**config.mk**
```make
export PLATFORM = sky130hd
export DESIGN_NAME = demux_1x4_deser_flat
export DESIGN_NICKNAME = d
export VERILOG_FILES = /design/src/rtl/demux_1x4_deser_if.sv /design/src/rtl/demux_1x4_deser.sv /design/src/flat_wrapper.sv
export SDC_FILE = /design/constraint.sdc
export NUM_CORES = 1
export LEC_CHECK = 0
export ABC_AREA = 1
export BUFFER_PORTS_ARGS = -buffer_cell sky130_fd_sc_hd__buf_4
export CORE_ASPECT_RATIO = 2
export CORE_MARGIN = 2
export CORE_UTILIZATION = 55
export DETAILED_ROUTE_END_ITERATION = 10
export PLACE_DENSITY = 0.81
export SLEW_MARGIN = 20
export SYNTH_ARGS = -nofsm -noshare
export SYNTH_HDL_FRONTEND = slang
export SYNTH_SLANG_ARGS = --single-unit
export TNS_END_PERCENT = 20
```
**constraint.sdc**
```tcl
create_clock -name CLK -period 2.7 [get_ports CLK]
set_input_delay 0.135 -clock CLK [delete_from_list [all_inputs] [get_ports CLK]]
set_output_delay 0.135 -clock CLK [all_outputs]
set_load 0.02 [all_outputs]
```
**src/rtl/demux_1x4_deser_if.sv**
```systemverilog
// rtl/demux_1x4_deser_if.sv - stream and lane bundle for the 1:4 deserialiser
//
// Signals:
//   align                 clear the lane counter and drop any partial word
//   in_data/in_valid      serial sample input
//   in_ready              sample can be taken this cycle
//   out1..out4            parallel word, lane 1 holds the first sample
//   out_valid/out_ready   word handshake
//   sel                   next lane to be written
// Modports: master drives the stream and consumes the word; slave is the deserialiser.

interface demux_1x4_deser_if #(
    parameter int data_width = 12
);
    logic                  align;
    logic [data_width-1:0] in_data;
    logic                  in_valid;
    logic                  in_ready;
    logic [data_width-1:0] out1;
    logic [data_width-1:0] out2;
    logic [data_width-1:0] out3;
    logic [data_width-1:0] out4;
    logic                  out_valid;
    logic                  out_ready;
    logic [1:0]            sel;

    modport master (
        output align, in_data, in_valid, out_ready,
        input  in_ready, out1, out2, out3, out4, out_valid, sel
    );

    modport slave (
        input  align, in_data, in_valid, out_ready,
        output in_ready, out1, out2, out3, out4, out_valid, sel
    );
endinterface

```
**src/rtl/demux_1x4_deser.sv**
```systemverilog
// rtl/demux_1x4_deser.sv - serial to 4-lane parallel deserialiser with valid/ready
//
// Ports:
//   CLK   rising-edge clock
//   RST   asynchronous active-low reset
//   bus   demux_1x4_deser_if.slave (stream in, 4-lane word out, align, sel)
// Consecutive accepted samples fill lanes 1..4; the fourth sample is written
// straight into out4 together with the three buffered lanes, so a full word
// appears the cycle after its last sample with no bubble.

module demux_1x4_deser #(
    parameter int data_width = 12
) (
    input  logic                  CLK,
    input  logic                  RST,
    demux_1x4_deser_if.slave      bus
);
    logic [data_width-1:0] lane0;
    logic [data_width-1:0] lane1;
    logic [data_width-1:0] lane2;
    logic [1:0]            sel;
    logic                  out_valid;
    logic [data_width-1:0] out1;
    logic [data_width-1:0] out2;
    logic [data_width-1:0] out3;
    logic [data_width-1:0] out4;
    logic                  acc;
    logic                  complete;
    logic                  drain;

    // Only the last sample of a word has to wait for the output register to free up.
    assign bus.in_ready = !((sel == 2'd3) && out_valid && !bus.out_ready);
    assign acc          = bus.in_valid && bus.in_ready;
    // align restarts the word, so a sample arriving with it never completes one.
    assign complete     = acc && (sel == 2'd3) && !bus.align;
    assign drain        = out_valid && bus.out_ready;

    always_ff @(posedge CLK or negedge RST) begin
        if (!RST) begin
            sel   <= 2'd0;
            lane0 <= '0;
            lane1 <= '0;
            lane2 <= '0;
        end else if (acc) begin
            if (bus.align) begin
                lane0 <= bus.in_data;
                sel   <= 2'd1;
            end else begin
                case (sel)
                    2'd0:    lane0 <= bus.in_data;
                    2'd1:    lane1 <= bus.in_data;
                    2'd2:    lane2 <= bus.in_data;
                    default: ;
                endcase
                sel <= sel + 2'd1;
            end
        end else if (bus.align) begin
            sel <= 2'd0;
        end
    end

    always_ff @(posedge CLK or negedge RST) begin
        if (!RST) begin
            out1      <= '0;
            out2      <= '0;
            out3      <= '0;
            out4      <= '0;
            out_valid <= 1'b0;
        end else if (complete) begin
            // Also covers drain-and-complete in one cycle: reload, valid stays high.
            out1      <= lane0;
            out2      <= lane1;
            out3      <= lane2;
            out4      <= bus.in_data;
            out_valid <= 1'b1;
        end else if (drain) begin
            out_valid <= 1'b0;
        end
    end

    assign bus.sel       = sel;
    assign bus.out_valid = out_valid;
    assign bus.out1      = out1;
    assign bus.out2      = out2;
    assign bus.out3      = out3;
    assign bus.out4      = out4;
endmodule

```
**src/flat_wrapper.sv**
```systemverilog
// flat-port wrapper written by rule: the top's interface ports become plain ports
module demux_1x4_deser_flat 
#(
    parameter int data_width = 12
)
  (CLK, RST, bus_align, bus_in_data, bus_in_valid, bus_out_ready, bus_in_ready, bus_out1, bus_out2, bus_out3, bus_out4, bus_out_valid, bus_sel);
  demux_1x4_deser_if #(.data_width(data_width)) bus_i ();
  input  logic CLK;
  input  logic RST;
  input wire logic [$bits(bus_i.align)-1:0] bus_align;
  input wire logic [$bits(bus_i.in_data)-1:0] bus_in_data;
  input wire logic [$bits(bus_i.in_valid)-1:0] bus_in_valid;
  input wire logic [$bits(bus_i.out_ready)-1:0] bus_out_ready;
  output wire logic [$bits(bus_i.in_ready)-1:0] bus_in_ready;
  output wire logic [$bits(bus_i.out1)-1:0] bus_out1;
  output wire logic [$bits(bus_i.out2)-1:0] bus_out2;
  output wire logic [$bits(bus_i.out3)-1:0] bus_out3;
  output wire logic [$bits(bus_i.out4)-1:0] bus_out4;
  output wire logic [$bits(bus_i.out_valid)-1:0] bus_out_valid;
  output wire logic [$bits(bus_i.sel)-1:0] bus_sel;
  assign bus_i.align = bus_align;
  assign bus_i.in_data = bus_in_data;
  assign bus_i.in_valid = bus_in_valid;
  assign bus_i.out_ready = bus_out_ready;
  assign bus_in_ready = bus_i.in_ready;
  assign bus_out1 = bus_i.out1;
  assign bus_out2 = bus_i.out2;
  assign bus_out3 = bus_i.out3;
  assign bus_out4 = bus_i.out4;
  assign bus_out_valid = bus_i.out_valid;
  assign bus_sel = bus_i.sel;
  demux_1x4_deser #(.data_width(data_width)) u_core (.CLK(CLK), .RST(RST), .bus(bus_i));
endmodule
```
==> out/metrics.yaml <==
switching_share_pct: 33.1
wl_per_cell_um: 15.3
start_util_pct: 56.6
diodes: 0
multiInputGateArea_sq_mm: 0.00131
coreArea_sq_mm: 0.00657
rsz0062_at_grt: "false"
dr.pass1.iters: 5
clockPowerShare_pct: 26.8
routed_wl_um: 8510
final_max_slew_viol_count: 0
antenna_found_initial: 0
ys_ff_latch: 87
critPathTopFamily: "simple AND/OR/NAND/NOR gates"
detail-route-antenna-nets: 0
worstSetupEndpointType: "flop"
power.internal_uw: 2860
via_per_inst: 5.60
grt_pass1_vias: 2782
final_cell_mix: "175 x nand2_1, 87 x dfrtp_1, 85 x nand4_1"
globalRouteOverflowTotal: 0
arrival_ns: 2.17
slew_headroom_pct: 49.1
io_pins: 69
startpoint_type: "flop"
detailed_place_hpwl_um: 5770
cpMostUsedCell: "nand2_1"
cts_buffers: 9
cts_tree: "done"
die_x_um: 62.2
die_height_um: 120
worstPathCellList: "ha_1, nand3_2, buf_4, nand3_1, nand2_1, nand2_1"
grt_pass1_wl_um: 13700
htreeDepth: 3
vias: 3107
hp-class: "input port to flop"
tightestPinTransition_ns: 0.763
finClkSkew_ns: 0.00545
areaGrowthSynthToFinish_pct: 21.2
clock-sinks: 87
fmax_ghz: 0.513
io_buffers: 68
cts.clk_slew.worst_paths_ns: 0.06
whs_ns: 0.0486
layout-drive-gt1-share_pct: 20.6
place.gp.congestion: 0.863
layout_commonest_cell: "nand2_1"
ff_latch_area_sq_mm: 0.00218
ir_worst_vdd_mv: 0.577
num_rows: 42
worstPathMaxFanout: 31
grt_usage_pct: 23.8
pwr-share-seq_pct: 45.0
fin_setup_tns_ns: 0
max_stage_delay_ns: 0.42
ys_warn_count: 0
cap_violations: 0
fin_crit_ns: 1.95
outcome: "finished clean"
syn_nets: 429
yosys.area_share.xor_xnor_pct: 0
ys_seq_area_share_pct: 58.5
synth-simple-area-share_pct: 33.6
fillers: 516
clk_latency_ns: 0.34
ys_types: 15
clockBufferDepth: 2
cp.buffers_inverters: 1
hold_viol: 0
combinationalPowerShare_pct: 28.3
setup_viol: 0
synth.avg_cell_area_sq_um: 9.12
required_ns: 2.92
critPathKind: "flop to flop"
synth.area.mux_share_pct: 0
p_leak_uw: 0.00246
switchingPower_uw: 1420
period_share_pct: 72.1
synth-compound-area-share_pct: 0
nets: 483
synthesis.area_sq_mm: 0.00372
powerDensity_mw_per_mm2: 948
cpMaxStageDelayCell: "dfrtp_1"
grt_max_degree: 88
die-area_sq_mm: 0.00748
synth_top_family_by_area: "simple AND/OR/NAND/NOR gates"
drcViolationCount: 0
drtIter0Drc: 229
synth_fa_ha_area_share_pct: 1.35
syn_inst: 408
clockRootBuffer: "clkbuf_16"
per-layer routing:
metal	GRT usage (%)	wire length, um
met1	31.4	3500
met2	37.2	4220
met3	5.58	473
met4	12.1	310
met5	0	0
registers in the layout (all words and copies together), names as in the netlist:
name	flops
u_core.bus.out1	12
u_core.lane1	12
u_core.bus.out4	12
u_core.bus.out_valid	1
u_core.bus.out3	12
u_core.lane2	12
u_core.bus.sel	2
u_core.lane0	12
u_core.bus.out2	12
worst paths after layout:
kind	from	slack, ns	end	cells past startpoint
setup / recovery	u_core.bus.sel[0]	0.75	u_core.lane0[8]	6
max in group asynchronous	RST	1.76	u_core.bus.out3[10]	2
hold / removal	bus_out_ready	0.05	u_core.bus.out_valid	4
min in group asynchronous	RST	0.41	u_core.bus.out1[4]	2
hold reg to reg	u_core.bus.out2[6]	0.47	u_core.bus.out2[6]	2
setup reg to reg	u_core.bus.sel[0]	0.75	u_core.lane0[8]	6
logic make-up (layout without fill, tap and decap cells):
logic type,Yosys count,in the layout
fa+ha+maj,4,4
flops,87,87
simple gates,271,271
buf+inv,46,105
repair_timing:
action	4_1_cts	5_1_grt
gates resized for setup	0	0
hold endpoints to repair	0	87
hold buffers	0	1
buffers inserted	0	0
setup endpoints to repair	0	0
power groups by stage:
stage	registers, uW	clock network (uW)	logic, uW
floorplan	2210	0	358
global placement	1920	0	1190
detailed placement	1940	0	1220
CTS	1920	1160	1220
global route	1970	1220	1320
finish	1920	1140	1210
per-stage QoR:
step / total power (uW) / worst slack (ns) / instance area [sq um] / util [%] / std cells
4_1_cts: 4310 / 0.761 / 4490 / 68.4 / 554
5_1_grt: 4500 / 0.579 / 4510 / 68.6 / 555
3_3_place_gp: 3110 / 0.884 / 4220 / 64.2 / 538
2_1_floorplan: 2570 / 1.23 / 3720 / - / 408
6_report: 4270 / 0.752 / 4510 / 68.6 / 555
3_5_place_dp: 3160 / 0.776 / 4220 / 64.2 / 538
cells in the mapped netlist:
cell / instances / area [sq um]
buf_4: 7 / 52.6
buf_6: 2 / 22.5
ha_1: 4 / 50.1
nand2_1: 175 / 657
inv_2: 1 / 3.75
nor2_1: 3 / 11.3
nor2_4: 1 / 11.3
nand4_1: 85 / 532
buf_2: 22 / 110
inv_1: 9 / 33.8
clkbuf_1: 3 / 11.3
dfrtp_1: 87 / 2180
nand3_1: 6 / 30.0
nand3_2: 1 / 10.0
buf_1: 2 / 7.51
tightest hold or removal path: stages:
cell	delay, ns
buf_4	0.07
inv_1	0.05
nand2_1	0.05
nand2_1	0.04
final cells by class:
type	instances	share of cell area (%)
clock buffer	13	5.77
clock inverter	3	0.389
sequential	87	48.3
tap	88	2.44
inverter	10	0.833
multi-input combinational	275	29.0
timing repair buffer	79	13.3
Note: power is estimated with default switching activity, not from simulation.
